--- config.mk ---
export PLATFORM = sky130hd
export DESIGN_NAME = detector_input_conditioner_flat
export DESIGN_NICKNAME = d
export VERILOG_FILES = /design/src/rtl/detector_input_conditioner_pkg.sv /design/src/rtl/detector_input_conditioner_if.sv /design/src/rtl/detector_input_conditioner_sync_debounce.sv /design/src/rtl/detector_input_conditioner.sv /design/src/flat_wrapper.sv
export SDC_FILE = /design/constraint.sdc
export NUM_CORES = 1
export LEC_CHECK = 0
export BUFFER_PORTS_ARGS = -buffer_cell sky130_fd_sc_hd__buf_2
export CAP_MARGIN = 20
export CORE_MARGIN = 8
export CORE_UTILIZATION = 35
export CTS_CLUSTER_SIZE = 24
export DETAILED_ROUTE_END_ITERATION = 16
export PLACE_DENSITY_LB_ADDON = 0.3
export SYNTH_ARGS = -nofsm -noshare
export SYNTH_HDL_FRONTEND = slang
export SYNTH_SLANG_ARGS = --single-unit
--- constraint.sdc ---
create_clock -name clk -period 4.5 [get_ports clk]
set_input_delay 0.9 -clock clk [delete_from_list [all_inputs] [get_ports clk]]
set_output_delay 0.9 -clock clk [all_outputs]
set_load 0.1 [all_outputs]
--- src/rtl/detector_input_conditioner_pkg.sv ---
// Shared types and constants for the intersection controller input side.
package tl_pkg;

  typedef enum logic [1:0] {IDLE, ACTIVE, HOLD} emerg_state_t;

  localparam int CLK_FREQ_HZ             = 50_000_000;
  // 10 ms of stable level at the system clock rate
  localparam int DEFAULT_DEBOUNCE_CYCLES = CLK_FREQ_HZ / 100;

endpackage

--- src/rtl/detector_input_conditioner_if.sv ---
// Detector pins, FSM acknowledgements and conditioned outputs in one bundle.
interface detector_input_conditioner_if;

  logic tick_1hz;
  logic ns_raw;
  logic ew_raw;
  logic emerg_raw;
  logic ns_served;
  logic ew_served;
  logic ns_call;
  logic ew_call;
  logic emerg_req;
  logic ns_stuck;
  logic ew_stuck;

  modport master (
    output tick_1hz, ns_raw, ew_raw, emerg_raw, ns_served, ew_served,
    input  ns_call, ew_call, emerg_req, ns_stuck, ew_stuck
  );

  modport slave (
    input  tick_1hz, ns_raw, ew_raw, emerg_raw, ns_served, ew_served,
    output ns_call, ew_call, emerg_req, ns_stuck, ew_stuck
  );

endinterface

--- src/rtl/detector_input_conditioner_sync_debounce.sv ---
// Multi-flop synchroniser followed by a restart-on-bounce level debouncer.
module sync_debounce #(
  parameter int SYNC_STAGES     = 2,
  parameter int DEBOUNCE_CYCLES = 500_000
) (
  input  logic clk,
  input  logic rst,
  input  logic raw,
  output logic d
);

  localparam int CW = (DEBOUNCE_CYCLES > 1) ? $clog2(DEBOUNCE_CYCLES) : 1;
  localparam logic [CW-1:0] CNT_LAST = CW'(DEBOUNCE_CYCLES - 1);

  logic [SYNC_STAGES-1:0] sync_reg;
  logic [CW-1:0]          cnt_reg;
  logic                   d_reg;
  logic                   s;

  always_ff @(posedge clk or posedge rst) begin
    if (rst) sync_reg <= '0;
    else     sync_reg <= {sync_reg[SYNC_STAGES-2:0], raw};
  end

  assign s = sync_reg[SYNC_STAGES-1];

  // Any sample that agrees with the accepted level restarts the count.
  always_ff @(posedge clk or posedge rst) begin
    if (rst) begin
      d_reg   <= 1'b0;
      cnt_reg <= '0;
    end else if (s == d_reg) begin
      cnt_reg <= '0;
    end else if (cnt_reg == CNT_LAST) begin
      d_reg   <= s;
      cnt_reg <= '0;
    end else begin
      cnt_reg <= cnt_reg + 1'b1;
    end
  end

  assign d = d_reg;

endmodule

--- src/rtl/detector_input_conditioner.sv ---
// Detector front end: debounced call latches and stretched preemption request.
// Optional stuck-detector recall is built when DETECTOR_STUCK_DETECT_EN is defined.
module detector_input_conditioner
  import tl_pkg::*;
#(
  parameter int SYNC_STAGES     = 2,
  parameter int DEBOUNCE_CYCLES = DEFAULT_DEBOUNCE_CYCLES,
  parameter int EMERG_HOLD      = 2,
  parameter int STUCK_TIME      = 120
) (
  input logic                          clk,
  input logic                          rst,
  detector_input_conditioner_if.slave  bus
);

  localparam int HW = (EMERG_HOLD > 1) ? $clog2(EMERG_HOLD) : 1;
  localparam logic [HW-1:0] HOLD_LAST = HW'((EMERG_HOLD > 0) ? EMERG_HOLD - 1 : 0);

  logic [2:0] raw_vec;
  logic [2:0] d_vec;
  logic [1:0] served_vec;
  logic [1:0] stuck_vec;
  logic [1:0] call_reg;
  logic [1:0] call_next;

  emerg_state_t    state_reg, state_next;
  logic [HW-1:0]   hold_cnt_reg, hold_cnt_next;

  assign raw_vec    = {bus.emerg_raw, bus.ew_raw, bus.ns_raw};
  assign served_vec = {bus.ew_served, bus.ns_served};

  genvar gi;
  generate
    for (gi = 0; gi < 3; gi++) begin : g_in
      sync_debounce #(
        .SYNC_STAGES     (SYNC_STAGES),
        .DEBOUNCE_CYCLES (DEBOUNCE_CYCLES)
      ) u_sync_debounce (
        .clk (clk),
        .rst (rst),
        .raw (raw_vec[gi]),
        .d   (d_vec[gi])
      );
    end

    for (gi = 0; gi < 2; gi++) begin : g_dir
`ifdef DETECTOR_STUCK_DETECT_EN
      localparam int TW = (STUCK_TIME > 0) ? $clog2(STUCK_TIME + 1) : 1;
      localparam logic [TW-1:0] TIMER_MAX = TW'(STUCK_TIME);
      logic [TW-1:0] timer_reg;
      logic          stuck_reg;

      // Timer saturates at the threshold; the flag stays set until reset.
      always_ff @(posedge clk or posedge rst) begin
        if (rst) begin
          timer_reg <= '0;
          stuck_reg <= 1'b0;
        end else begin
          if (!d_vec[gi])
            timer_reg <= '0;
          else if (bus.tick_1hz && (timer_reg != TIMER_MAX))
            timer_reg <= timer_reg + 1'b1;
          stuck_reg <= stuck_reg | (timer_reg == TIMER_MAX);
        end
      end

      assign stuck_vec[gi] = stuck_reg;
`else
      assign stuck_vec[gi] = 1'b0;
`endif
      // Clear only once the vehicle has left and the approach has been served.
      assign call_next[gi] = d_vec[gi] | stuck_vec[gi] |
                             (call_reg[gi] & ~(served_vec[gi] & ~d_vec[gi]));
    end
  endgenerate

  always_ff @(posedge clk or posedge rst) begin
    if (rst) call_reg <= '0;
    else     call_reg <= call_next;
  end

  always_ff @(posedge clk or posedge rst) begin
    if (rst) begin
      state_reg    <= IDLE;
      hold_cnt_reg <= '0;
    end else begin
      state_reg    <= state_next;
      hold_cnt_reg <= hold_cnt_next;
    end
  end

  always_comb begin
    state_next    = state_reg;
    hold_cnt_next = hold_cnt_reg;
    case (state_reg)
      IDLE: begin
        if (d_vec[2]) state_next = ACTIVE;
      end
      ACTIVE: begin
        if (!d_vec[2]) begin
          state_next    = HOLD;
          hold_cnt_next = '0;
        end
      end
      HOLD: begin
        // A fresh request wins over hold expiry in the same cycle.
        if (d_vec[2]) begin
          state_next    = ACTIVE;
          hold_cnt_next = '0;
        end else if (EMERG_HOLD == 0) begin
          state_next = IDLE;
        end else if (bus.tick_1hz) begin
          if (hold_cnt_reg == HOLD_LAST) state_next = IDLE;
          else                           hold_cnt_next = hold_cnt_reg + 1'b1;
        end
      end
      default: state_next = IDLE;
    endcase
  end

  assign bus.ns_call   = call_reg[0];
  assign bus.ew_call   = call_reg[1];
  assign bus.emerg_req = (state_reg != IDLE);
  assign bus.ns_stuck  = stuck_vec[0];
  assign bus.ew_stuck  = stuck_vec[1];

endmodule

--- src/flat_wrapper.sv ---
// flat-port wrapper written by rule: the top's interface ports become plain ports
module detector_input_conditioner_flat import tl_pkg::*;
#(
  parameter int SYNC_STAGES     = 2,
  parameter int DEBOUNCE_CYCLES = DEFAULT_DEBOUNCE_CYCLES,
  parameter int EMERG_HOLD      = 2,
  parameter int STUCK_TIME      = 120
)
  (clk, rst, bus_tick_1hz, bus_ns_raw, bus_ew_raw, bus_emerg_raw, bus_ns_served, bus_ew_served, bus_ns_call, bus_ew_call, bus_emerg_req, bus_ns_stuck, bus_ew_stuck);
  detector_input_conditioner_if bus_i ();
  input logic clk;
  input logic rst;
  input wire logic [$bits(bus_i.tick_1hz)-1:0] bus_tick_1hz;
  input wire logic [$bits(bus_i.ns_raw)-1:0] bus_ns_raw;
  input wire logic [$bits(bus_i.ew_raw)-1:0] bus_ew_raw;
  input wire logic [$bits(bus_i.emerg_raw)-1:0] bus_emerg_raw;
  input wire logic [$bits(bus_i.ns_served)-1:0] bus_ns_served;
  input wire logic [$bits(bus_i.ew_served)-1:0] bus_ew_served;
  output wire logic [$bits(bus_i.ns_call)-1:0] bus_ns_call;
  output wire logic [$bits(bus_i.ew_call)-1:0] bus_ew_call;
  output wire logic [$bits(bus_i.emerg_req)-1:0] bus_emerg_req;
  output wire logic [$bits(bus_i.ns_stuck)-1:0] bus_ns_stuck;
  output wire logic [$bits(bus_i.ew_stuck)-1:0] bus_ew_stuck;
  assign bus_i.tick_1hz = bus_tick_1hz;
  assign bus_i.ns_raw = bus_ns_raw;
  assign bus_i.ew_raw = bus_ew_raw;
  assign bus_i.emerg_raw = bus_emerg_raw;
  assign bus_i.ns_served = bus_ns_served;
  assign bus_i.ew_served = bus_ew_served;
  assign bus_ns_call = bus_i.ns_call;
  assign bus_ew_call = bus_i.ew_call;
  assign bus_emerg_req = bus_i.emerg_req;
  assign bus_ns_stuck = bus_i.ns_stuck;
  assign bus_ew_stuck = bus_i.ew_stuck;
  detector_input_conditioner #(.SYNC_STAGES(SYNC_STAGES), .DEBOUNCE_CYCLES(DEBOUNCE_CYCLES), .EMERG_HOLD(EMERG_HOLD), .STUCK_TIME(STUCK_TIME)) u_core (.clk(clk), .rst(rst), .bus(bus_i));
endmodule
==> impl_results.md <==
- Routed Wire Length: 5.800 mm
- Crit-path max cell delay: 0.41 ns
- Met2 GRT Util: 0.1499
- Ports: 13
- Slew Limit Headroom: 0.5206
- Remaining antenna violation count: 0
- Vias in the first global route: 2304
- Fmax: 447.5 MHz
- CTS tree: done
- Switching pwr: 0.2809 mW
- Element type at the critical path start: flop
- Vias: 2351
- Via density: between 4 and 5
- Root Buffer: clkbuf_8
- Required time of the critical path: ~3.6 ns
- Crit path capture type: output port
- Lkg Pwr: 1.549 nW
- Post-synth top area cell: dfrtp_1
- Post-route worst setup slack: between 2 and 2.5 ns
- Number of fillers in the final layout: 912
- Clock share of power: 0.444
- Antenna violations before repair: 0
- GR Overflow Total: 0
- Netlist cell types: 40
- Insertion delay to the later sink of the worst-skew pair: 0.34 ns
- Most common cell in the synthesized netlist: dfrtp_1
- Syn Area/Cell: 10.02 um2
- Critical path, cell by cell: or2_2 -> buf_2
- CTS Buffer Depth: 2
- Synth area leaders: dfrtp_1 (53%), xnor2_1 (5.5%), nor2_1 (4.9%), xor2_1 (4.2%), a21oi_1 (2.8%)
- Post-CTS Hold Fix Bufs: 0
- Worst-path clk slew: 0.08 ns
- Net Sw Frac: 0.2217
- Setup Buffers After CTS: 0
- Synth-to-Final Area Change: 12.94%
- # clock sinks: 71
- Nets: 362
- Die area: 12940 um2
- DRC: 0
- Max Cap Violations: 0
- Top cell family by delay on the critical path: flip-flops
- VDD IR max: 0.1478 mV
- Status: completed
- Worst-Margin Slew: 0.7190 ns
- Sum of negative setup slack: 0 ns
- Clock skew: 0.01116 ns
- R2R depth: 6
- Die Y-Extent: 113.8 um
- Register area: 1777 um2
- Pre-CTS setup slack: ~2.3 ns
- Register area share after synthesis: 0.5310
- Tmin final: 2.235 ns
- PortBufs: 10
- H-Tree Depth: 3
- Hold slack: 0.3500 ns
- Worst hold stages: 0
- Synth top area share: 0.5310
- Int Pwr: slightly below 1 mW
- PD cells: 335.2 nW/um2
- Crit path depth: 2
- Footprint of the multi-input gates: roughly 1500 um2
- PostCTS Resize Cnt: 0
- HP Class: reg -> reg
- Final hold vios: 0
- Flop pwr share: 0.517
- Async S/R FF share, synth: 1.000
- YS warnings: 0
- Share of cells above drive strength 1: 0.1292
- CTS buffer count: 9
- WL per Instance: 11.96 um
- GRT Util Overall: 0.09691
- WP data arrival: 1.33 ns
- CP Max Fanout: 5
- Met1 Use GR: 0.1241
- Largest net degree at the start of global routing: 50
- Post-layout util: 0.4089
- Slew Limit Fails: 0
- Mapped Area: 3346 um2
- Chip width: 113.8 um
- Iteration-0 DRC Markers: about 110
- Final GP Congestion: 0.7303
- Dpl hpwl: just under 4 mm
- Fin crit share: 0.4966
- RSZ-0062 raised after global routing: false
- WP buf/inv: 1
- Area of the core: 9240 um2
- Met3 global-route usage: 0.02694
- Initial Utilization: 0.3621
- #FFs+latches synth: 71
- 1st-pass router iterations: 4
- Dominant synthesized flop cell: dfrtp_1
- Slowest cell on the critical path: dfrtp_1
- N_diodes: 0
- Synth cell count leaders: dfrtp_1 (71), nor2_1 (44), nand2_1 (22), xnor2_1 (21), a21oi_1 (19)
- Kind of critical path: reg -> out
- First-pass GRT wire length: 10.29 mm
- Syn Inst Count: around 330
- GRT Max-Usage Layer: met2
- Total Power: 1.267 mW
- Post-synth EDFFs: 0
- Rows: 35
- Final setup vio count: 0
- Combinational Power Share: 0.039
- Largest register FFs: between 50 and 60
final cells by class:
class	count	share of cell area
inverters	13	0.01291
repair buffers	14	0.02450
well taps	129	0.04272
multi-input cells	242	0.3911
clock buffers	10	0.03642
flip-flops and latches	71	0.4702
clock inverters	6	0.02219
through the flow:
step | cells | area [um2]
2_1_floorplan | 335 | 3349
3_3_place_gp | 468 | 3537
3_5_place_dp | 468 | 3537
4_1_cts | 484 | 3759
5_1_grt | 485 | 3779
6_report | 485 | 3779
cell usage in the layout, fill, tap and decap left out, types with 4 or more instances in the layout:
cell type,synthesis,layout
buf_2,3,10
or4_1,10,10
inv_1,13,12
and4_1,4,4
nand3_1,16,16
clkbuf_8,0,10
nor3_1,8,8
o21ai_0,11,11
nor2_1,44,44
a21oi_1,19,19
or3_1,10,10
dfrtp_1,71,71
nand4_1,11,11
nand2_1,22,22
o31ai_1,7,7
xor2_1,16,16
nor4_1,8,8
xnor2_1,21,21
routing by layer:
metal  vias up  wire length [um]  part of all wire
li1       1204                 -                 -
met3         6               178             0.031
met4         0                82             0.014
met1      1123              2905              0.50
met5         -                 0                 0
met2        18              2633              0.45
cells by family after synthesis:
| logic type | after synthesis | share of synthesized area |
|---|---|---|
| multiplexers | 3 | 0.01010 |
| flip-flops | 71 | 0.5310 |
| adder cells (fa/ha/maj) | 3 | 0.01122 |
| AO/OA/AOI/OAI | 44 | 0.07778 |
| buffers and inverters | 22 | 0.02842 |
| AND/OR/NAND/NOR | 153 | 0.2435 |
| XOR/XNOR | 37 | 0.09686 |
| other | 1 | 0.001121 |
power groups by stage:
stage          Combinational (mW)  Clock [mW]  Sequential [mW]
6_report                   0.0496       0.562            0.655
2_1_floorplan              0.0373           0            0.666
3_3_place_gp               0.0484           0            0.667
4_1_cts                    0.0489       0.579            0.655
5_1_grt                    0.0576       0.605            0.656
3_5_place_dp               0.0489           0            0.668
worst reg2reg max path, stage by stage, from the launching register on:
cell,delay [ns]
dfrtp_1,0.39
ha_1,0.23
and4_1,0.26
nand4_1,0.18
o31ai_2,0.64
buf_4,0.29
nor2_1,0.06
path summary, 6_finish.rpt:
kind,end,slack (ns),from
worst min register to register,u_core.g_in[0].u_sync_debounce.sync_reg[1],0.35,u_core.g_in[0].u_sync_debounce.sync_reg[0]
worst max-delay path,bus_emerg_req,2.27,u_core.state_reg[0]
worst min-delay path,u_core.g_in[0].u_sync_debounce.sync_reg[1],0.35,u_core.g_in[0].u_sync_debounce.sync_reg[0]
worst max register to register,u_core.g_in[0].u_sync_debounce.cnt_reg[7],2.34,u_core.g_in[0].u_sync_debounce.cnt_reg[0]
max in group asynchronous,u_core.g_in[0].u_sync_debounce.cnt_reg[7],3.22,rst
min in group asynchronous,u_core.g_in[2].u_sync_debounce.cnt_reg[5],0.44,rst
Power figures use the tool's default switching activity.
